==> src/rtl/audio_pkg.sv <==
// audio_pkg -- shared audio definitions for the mixer/PWM codebase.
//   SAMPLE_W           : width of one audio sample (8 bits, unsigned)
//   SAMPLE_DIV_DEFAULT : default clk cycles per audio sample period
//   SAMPLE_MAX         : largest representable sample, used as the saturation ceiling
//   sample_t           : one unsigned audio sample
package audio_pkg;

  localparam int SAMPLE_W           = 8;
  localparam int SAMPLE_DIV_DEFAULT = 2500;

  typedef logic [SAMPLE_W-1:0] sample_t;

  localparam sample_t SAMPLE_MAX = '1;

endpackage

==> src/rtl/pwm_dac.sv <==
// pwm_dac -- 8-bit free-running PWM DAC.
// A free 8-bit counter sweeps 0..255. The duty register is reloaded from
// duty_in only as the counter wraps 255->0, so a new sample never distorts a
// period that is already in progress.
// Ports:
//   clk     : system clock, rising edge
//   rst     : synchronous active-high reset
//   duty_in : requested duty (high cycles per 256), sampled at period wrap
//   pwm_out : registered PWM output, (pwm_cnt < duty) of the previous cycle
module pwm_dac
  import audio_pkg::*;
(
  input  logic    clk,
  input  logic    rst,
  input  sample_t duty_in,
  output logic    pwm_out
);

  sample_t pwm_cnt;
  sample_t duty;

  // NOTE: sequential state uses non-blocking assignments so every register
  // samples the pre-edge values of its neighbours, independent of block order.
  always_ff @(posedge clk) begin
    if (rst) begin
      pwm_cnt <= '0;
      duty    <= '0;
      pwm_out <= 1'b0;
    end else begin
      pwm_cnt <= pwm_cnt + 1'b1;  // natural 8-bit wrap 255 -> 0
      if (pwm_cnt == SAMPLE_MAX) begin
        duty <= duty_in;
      end
      // duty 0 never asserts; duty 255 asserts for 255 of every 256 cycles.
      pwm_out <= (pwm_cnt < duty);
    end
  end

endmodule

==> src/rtl/audio_mixer_pwm.sv <==
// audio_mixer_pwm -- multi-voice sample mixer feeding a PWM audio DAC.
// Once per sample period the enabled voices are captured (stage 1), summed at
// full precision (stage 2), then optionally attenuated and saturated to 8 bits
// into mix_out (stage 3). mix_out drives the pwm_dac duty input.
//
// Optional feature: define MIXER_VOLUME_EN to add the 3-bit 'vol' input, a
// right-shift attenuation applied to the sum before saturation. vol is
// captured together with the voices. Without the macro no shift is applied.
//
// Parameters:
//   NUM_VOICES : number of 8-bit voices mixed (1..8)
//   SAMPLE_DIV : clk cycles per audio sample period (>= 4)
// Ports:
//   clk         : system clock, rising edge
//   rst         : synchronous active-high reset
//   voice_in    : packed unsigned samples, voice i at [8i+7:8i]
//   voice_en    : per-voice mix enable, 1 = included
//   vol         : (MIXER_VOLUME_EN only) attenuation shift amount
//   sample_tick : one-cycle strobe per sample period
//   mix_out     : registered mixed sample, held between mix_valid pulses
//   mix_valid   : one-cycle pulse when mix_out updates (3 cycles after sample_tick)
//   pwm_out     : 1-bit PWM audio output
module audio_mixer_pwm
  import audio_pkg::*;
#(
  parameter int NUM_VOICES = 4,
  parameter int SAMPLE_DIV = SAMPLE_DIV_DEFAULT
) (
  input  logic                           clk,
  input  logic                           rst,
  input  logic [NUM_VOICES*SAMPLE_W-1:0] voice_in,
  input  logic [NUM_VOICES-1:0]          voice_en,
`ifdef MIXER_VOLUME_EN
  input  logic [2:0]                     vol,
`endif
  output logic                           sample_tick,
  output sample_t                        mix_out,
  output logic                           mix_valid,
  output logic                           pwm_out
);

  localparam int DIV_W = $clog2(SAMPLE_DIV);
  localparam int SUM_W = SAMPLE_W + $clog2(NUM_VOICES);

  localparam logic [DIV_W-1:0] DIV_LAST = DIV_W'(SAMPLE_DIV - 1);
  localparam logic [DIV_W-1:0] DIV_PRE  = DIV_W'(SAMPLE_DIV - 2);

  // ---------------------------------------------------------------------------
  // Sample-rate divider
  // ---------------------------------------------------------------------------
  logic [DIV_W-1:0] div_cnt;

  // sample_tick is registered but decoded one count early, so it is high in
  // exactly the cycle where div_cnt == SAMPLE_DIV-1.
  always_ff @(posedge clk) begin
    if (rst) begin
      div_cnt     <= '0;
      sample_tick <= 1'b0;
    end else begin
      div_cnt     <= (div_cnt == DIV_LAST) ? '0 : div_cnt + 1'b1;
      sample_tick <= (div_cnt == DIV_PRE);
    end
  end

  // ---------------------------------------------------------------------------
  // Stage 1: capture gated voices (and volume) on sample_tick
  // ---------------------------------------------------------------------------
  sample_t    voice_s1 [NUM_VOICES];
  logic       valid_s1;
  logic [2:0] vol_s2;

`ifdef MIXER_VOLUME_EN
  logic [2:0] vol_s1;
`endif

  // NOTE: the per-voice capture array is a small pipeline register bank, not a
  // RAM, so it is cleared on reset like every other pipeline stage.
  always_ff @(posedge clk) begin
    if (rst) begin
      valid_s1 <= 1'b0;
      for (int i = 0; i < NUM_VOICES; i++) begin
        voice_s1[i] <= '0;
      end
`ifdef MIXER_VOLUME_EN
      vol_s1 <= '0;
`endif
    end else begin
      valid_s1 <= sample_tick;
      if (sample_tick) begin
        for (int i = 0; i < NUM_VOICES; i++) begin
          voice_s1[i] <= voice_in[i*SAMPLE_W +: SAMPLE_W] & {SAMPLE_W{voice_en[i]}};
        end
`ifdef MIXER_VOLUME_EN
        vol_s1 <= vol;
`endif
      end
    end
  end

  // ---------------------------------------------------------------------------
  // Stage 2: full-precision sum (cannot overflow SUM_W)
  // ---------------------------------------------------------------------------
  logic [SUM_W-1:0] sum_next;
  logic [SUM_W-1:0] sum_s2;
  logic             valid_s2;

  // NOTE: combinational accumulation uses blocking assignments, and sum_next is
  // defaulted first so no path through the block can infer a latch.
  always_comb begin
    sum_next = '0;
    for (int i = 0; i < NUM_VOICES; i++) begin
      sum_next = sum_next + SUM_W'(voice_s1[i]);
    end
  end

  always_ff @(posedge clk) begin
    if (rst) begin
      sum_s2   <= '0;
      valid_s2 <= 1'b0;
`ifdef MIXER_VOLUME_EN
      vol_s2   <= '0;
`endif
    end else begin
      valid_s2 <= valid_s1;
      if (valid_s1) begin
        sum_s2 <= sum_next;
`ifdef MIXER_VOLUME_EN
        vol_s2 <= vol_s1;
`endif
      end
    end
  end

`ifndef MIXER_VOLUME_EN
  assign vol_s2 = 3'd0;
`endif

  // ---------------------------------------------------------------------------
  // Stage 3: attenuate, saturate to 8 bits, publish
  // ---------------------------------------------------------------------------
  logic [SUM_W-1:0] sum_shifted;
  sample_t          mix_next;

  always_comb begin
    sum_shifted = sum_s2 >> vol_s2;
    mix_next    = (sum_shifted > SUM_W'(SAMPLE_MAX)) ? SAMPLE_MAX
                                                     : sum_shifted[SAMPLE_W-1:0];
  end

  always_ff @(posedge clk) begin
    if (rst) begin
      mix_out   <= '0;
      mix_valid <= 1'b0;
    end else begin
      mix_valid <= valid_s2;
      if (valid_s2) begin
        mix_out <= mix_next;
      end
    end
  end

  // ---------------------------------------------------------------------------
  // PWM DAC
  // ---------------------------------------------------------------------------
  pwm_dac u_pwm_dac (
    .clk     (clk),
    .rst     (rst),
    .duty_in (mix_out),
    .pwm_out (pwm_out)
  );

endmodule

==> config.mk <==
export PLATFORM = sky130hd
export DESIGN_NAME = audio_mixer_pwm
export DESIGN_NICKNAME = d
export VERILOG_FILES = /design/src/rtl/audio_pkg.sv /design/src/rtl/pwm_dac.sv /design/src/rtl/audio_mixer_pwm.sv
export SDC_FILE = /design/constraint.sdc
export NUM_CORES = 1
export LEC_CHECK = 0
export BUFFER_PORTS_ARGS = -buffer_cell sky130_fd_sc_hd__buf_2
export CAP_MARGIN = 20
export CORE_ASPECT_RATIO = 1.4
export CORE_MARGIN = 2
export CORE_UTILIZATION = 40
export CTS_CLUSTER_DIAMETER = 120
export DETAILED_ROUTE_END_ITERATION = 8
export PLACE_DENSITY = 0.73
export SLEW_MARGIN = 10
export SYNTH_ARGS = -nofsm -noshare
export SYNTH_HDL_FRONTEND = slang
export SYNTH_SLANG_ARGS = --single-unit
==> constraint.sdc <==
create_clock -name clk -period 3 [get_ports clk]
set_clock_uncertainty 0.15 [all_clocks]
set_input_delay 0.15 -clock clk [delete_from_list [all_inputs] [get_ports clk]]
set_output_delay 0.15 -clock clk [all_outputs]
set_load 0.005 [all_outputs]
**After elaboration in Yosys (flattened, before gate mapping)**

Memory sizes are Yosys's and may differ from the RTL's.
Cells that the tools add are included.

- Magnitude comparators: 2
- Equality and inequality tests: 3
- Muxes and demuxes: 10
- Add/sub/neg operators: 5
- Bitwise gates (word level): 8
- Reduce and logical (&&, ||, !) cells: 1

Operator list:

| operator | count |
|---|---|
| $mux W8 | 5 |
| $and A8 B8 Y8 | 4 |
| $eq A12 B12 Y1 const B | 2 |
| $add A12 B1 Y12 const B | 1 |
| $add A10 B8 Y10 | 1 |
| $add A9 B8 Y10 | 1 |
| $gt A10 B8 Y1 const B | 1 |
| $add A8 B8 Y9 | 1 |
| $add A8 B1 Y8 const B | 1 |
| $eq A8 B8 Y1 const B | 1 |
| $lt A8 B8 Y1 | 1 |
| $mux W1 | 5 |
| $or A1 B1 Y1 | 4 |
| $reduce_or A2 Y1 | 1 |

- Register bits after elaboration: 51
- Output and inout port bits: 11
- RAM bits: 32
- Memories kept: 1

Memories:

| name | words | width | read ports | clocked after memory_dff | write ports | RTL line | RTL |
|---|---|---|---|---|---|---|---|
| voice_s1 | 4 | 8 | 4 | 0 | 4 | audio_mixer_pwm.sv:68 | `sample_t voice_s1 [NUM_VOICES];` |

**Depth between registers and ports, before layout**

- Depth after elaboration: 4
- Mapped depth: 11

**Modules after synthesis**

From an unflattened synthesis, not the netlist that was laid out.

- Cells, all modules: 390
- Area total of the unflattened synthesis: 4086.4 um2

By module, submodules not included:

| module | times used | cells an instance | area an instance (um2) | seq. area each (um2) |
|---|---|---|---|---|
| audio_mixer_pwm | 1 | 299 | 3228.1 | 1641.6 |
| pwm_dac | 1 | 91 | 858.3 | 340.3 |

**Worst setup path before layout**

No wires, ideal clock.

- Path type: flip-flop to flip-flop
- From: memory voice_s1[1][1] (netlist name)
- To: register sum_s2[9]
- Path slack: -0.020 ns
- Required time: 2.720 ns
- Arrival: 2.740 ns
- Cell stages (with the launch flop): 12
- Period minus slack after synthesis: 3.020 ns
- Library setup time: 0.130 ns
- Cell sequence: edfxtp_1 -> inv_1 -> fa_1 -> inv_1 -> fa_1 -> ha_1 -> fa_1 -> a211oi_1 -> o21ai_0 -> a21oi_1 -> nand2b_1 -> a31oi_1

RTL lines:

| element | RTL line | RTL |
|---|---|---|
| start: declaration | audio_mixer_pwm.sv:68 |  |
| end signal: assignment | audio_mixer_pwm.sv:126 | `sum_s2 <= sum_next;` |
| end: declaration | audio_mixer_pwm.sv:104 | `logic [SUM_W-1:0] sum_s2;` |

==> flow_summary.yaml <==
pwr:
  clockPowerShare_pct: 44.1
  seq_power_share_pct: 44.4
  p_int_uw: 2090
  p_sw_uw: 621
  comb_power_share_pct: 11.5
  power_density_mw_per_mm2: 536
  swShare_pct: 22.9
  p_leak_uw: 0.00222
  vdd_ir_drop_max_v: 0.000398
yosys:
  syn_inst: 383
  synth-edff-count: 32
  synth_area_mm2: 0.00403
  ys_seq_area_share_pct: 49.2
  netlist_top_cells_count: "nor2_1 (57), inv_1 (52), dfxtp_1 (51), and3_1 (38), edfxtp_1 (32)"
  synthSimpleGateAreaFrac_pct: 16.7
  synth_top_family_by_area: "simple AND/OR/NAND/NOR gates"
  yosys_warnings: 0
  synth-main-ff-cell: "dfxtp_1"
  yosysTopAreaCell: "dfxtp_1"
  synth_adder_area_share_pct: 13.9
  synth_compound_area_share_pct: 6.71
  synthXorXnorAreaFrac_pct: 3.91
  syn_nets: 456
  async_reset_ff_share_pct: 0
  yosysUniqueCellTypes: 42
  synth.area.top_cells: "dfxtp_1 (25%), edfxtp_1 (24%), fa_1 (8.0%)"
  muxShareOfSynthArea_pct: 3.23
  synth-seq-cells: 83
  synthDominantCellAreaShare_pct: 25.3
  syn_area_per_cell_um2: 10.5
  yosysMostFrequentCell: "nor2_1"
placement:
  placed_cells: 555
  portBuffers: 48
  post_dp_cell_area_mm2: 0.00441
  globalplace.congestion: 0.758
  hpwl_um: 5110
setup_path:
  path_cells: "inv_2, fa_1, inv_1, fa_1, ha_2, fa_2, a211oi_2, nor2_1, o21ai_1, a22oi_1, a21o_1"
  path_delay_family: "adder cells"
  cp-end-kind: "register"
  start_kind: "register"
  path_common_cell: "fa_1"
  critPathMaxFanout: 3
  critPathRequiredTime_ns: 3.08
  arrival_ns: 3.09
  path_class: "register to register"
  slowest_delay_ns: 0.53
  path_buf_inv: 2
  critPathSlowestCell: "fa_1"
detailed_routing:
  firstDrtPassIters: 4
  maxUsedRoutingLayer: "met4"
  routedWlPerCell_um: 12.9
  drc_errors: 0
  met1_length_um: 3120
  route.met3.wl_um: 352
  final_antenna_net_count: 0
  wl_um: 7750
  dr_wl_met2_um: 4140
  vias_per_cell: 4.80
  drt_iter0_markers: 131
  vias: 2883
cts:
  cts.sinks: 83
  numCtsBuffers: 9
  htreeDepth: 3
  clkLatencyLatePin_ns: 0.34
  cts_root_buf: "clkbuf_16"
  cts_tree: "done"
  clockBufferDepth: 2
  path_clk_slew_ns: 0.06
sta:
  setup_viol: 1
  period_minus_slack_ns: 3.00
  worst_slack_ns: -0.00277
  drv_slew: 0
  fmax_mhz: 333
  slew_headroom_pct: 50.1
  fin_crit_sh_pct: 100
  rsz0062_at_grt: "true"
  fin_tns_setup_ns: -0.00277
  hold_viol_final: 0
  tightest_slew_ns: 0.749
layout:
  drive_gt1_share_pct: 17.2
  seq_area_mm2: 0.00198
  nets: 534
  design_area_mm2: 0.00506
  fill_cells: 853
  num_antenna_cells: 0
  synthToLayoutAreaGrowth_pct: 25.8
  final_cell_count_no_fill: 601
  multi_input_area_mm2: 0.00182
global_route:
  grt_antenna_before_repair: 0
  grt_use_total_pct: 15.6
  overflow: 0
  grt_pass1_vias: 2964
  grt_max_degree: 35
  grt_pass1_wl_um: 13100
floorplanning:
  start_util_pct: 40.9
  die_w_um: 88.8
  row_count: 43
  core_area_mm2: 0.00985
  die_h_um: 123
  dieArea_mm2: 0.0109
  io_pins: 49
hold_path:
  min_path_type: "input pin to register"
status:
  violations: "negative setup slack"
  status: "finished with violations"
job:
  maxCapViolCount: 0
[cell usage in the layout (no fill, tap or decap), types with 3 or more instances in the layout]
cell type | netlist | final
fa_1 | 16 | 15
clkbuf_16 | 0 | 11
nor2b_1 | 5 | 5
a31oi_1 | 3 | 3
a211oi_1 | 12 | 11
ha_1 | 19 | 17
xor2_1 | 9 | 9
nor3b_1 | 3 | 3
and3_1 | 38 | 38
mux2i_1 | 13 | 13
edfxtp_1 | 32 | 32
nand3_1 | 9 | 9
inv_1 | 52 | 51
a21o_1 | 5 | 5
dlygate4sd3_1 | 0 | 30
buf_2 | 3 | 48
nor2_1 | 57 | 57
xnor2_1 | 9 | 9
nand2_1 | 4 | 4
buf_4 | 1 | 4
dfxtp_1 | 51 | 51
[state kept, by name (all words and copies together) (netlist names), 8 cells and up]
register,cells
div_cnt,12
mix_out,8
sum_s2,10
u_pwm_dac.duty,8
u_pwm_dac.pwm_cnt,8
voice_s1,32
[per-stage QoR]
stage / hold WS [ns] / worst slack (ns) / power (uW) / utilization [%]
global placement: 0.291 / -0.103 / 1480 / 44.8
detailed placement: 0.311 / -0.159 / 1490 / 44.8
finish: 0.00227 / -0.00277 / 2710 / 51.4
CTS: 0.000942 / -0.00731 / 2720 / 51.2
global route: 0.00680 / -0.160 / 2830 / 51.4
floorplan: 0.223 / 0.0216 / 1410 / -
[power by group through the flow]
stage	registers [uW]	clock network, uW	logic (uW)
floorplan	1220	0	188
global placement	1230	0	253
detailed placement	1230	0	264
CTS	1200	1210	298
global route	1210	1270	356
finish	1200	1200	312
[cell families (layout without fill, tap and decap cells)]
kind of cell               after synthesis  in the layout
buffers and inverters                   67            150
xor gates and xnor gates                18             18
AOI/OAI and AO/OA                       37             37
and+or+nand+nor                        130            130
muxes                                   13             13
adders and majority gates               35             35
DFF                                     83             83
[layer usage]
| metal | track usage (%) | up-vias |
|---|---|---|
| li1 | - | 1445 |
| met1 | 17.2 | 1350 |
| met2 | 28.7 | 74 |
| met3 | 4.30 | 14 |
| met4 | 4.55 | 0 |
| met5 | 0 | - |
[what timing repair did]
item                                    4_1_cts  5_1_grt
endpoints found under the setup margin        3        5
resized for setup                             4        5
pin swaps                                     7        9
setup buffers                                 0        0
hold buffers                                 30        0
endpoints found under the hold margin        30        0
[cell type report]
type	instances	area share (%)
clock buffer	12	5.51
clock inverter	4	1.04
inverter	52	3.85
multi-input combinational	233	35.9
sequential	83	39.1
tap	135	3.33
timing repair buffer	82	11.3
[worst paths after layout]
path,start,endpoint,slack [ns],depth (start not counted)
worst max register to register,voice_s1[1][1],sum_s2[7],-0.003,11
worst min-delay path,voice_in[19],voice_s1[2][3],0.002,2
worst min register to register,u_pwm_dac.pwm_cnt[0],u_pwm_dac.pwm_cnt[0],0.33,1
worst max-delay path,voice_s1[1][1],sum_s2[7],-0.003,11
(Power assumes the default switching activity.)
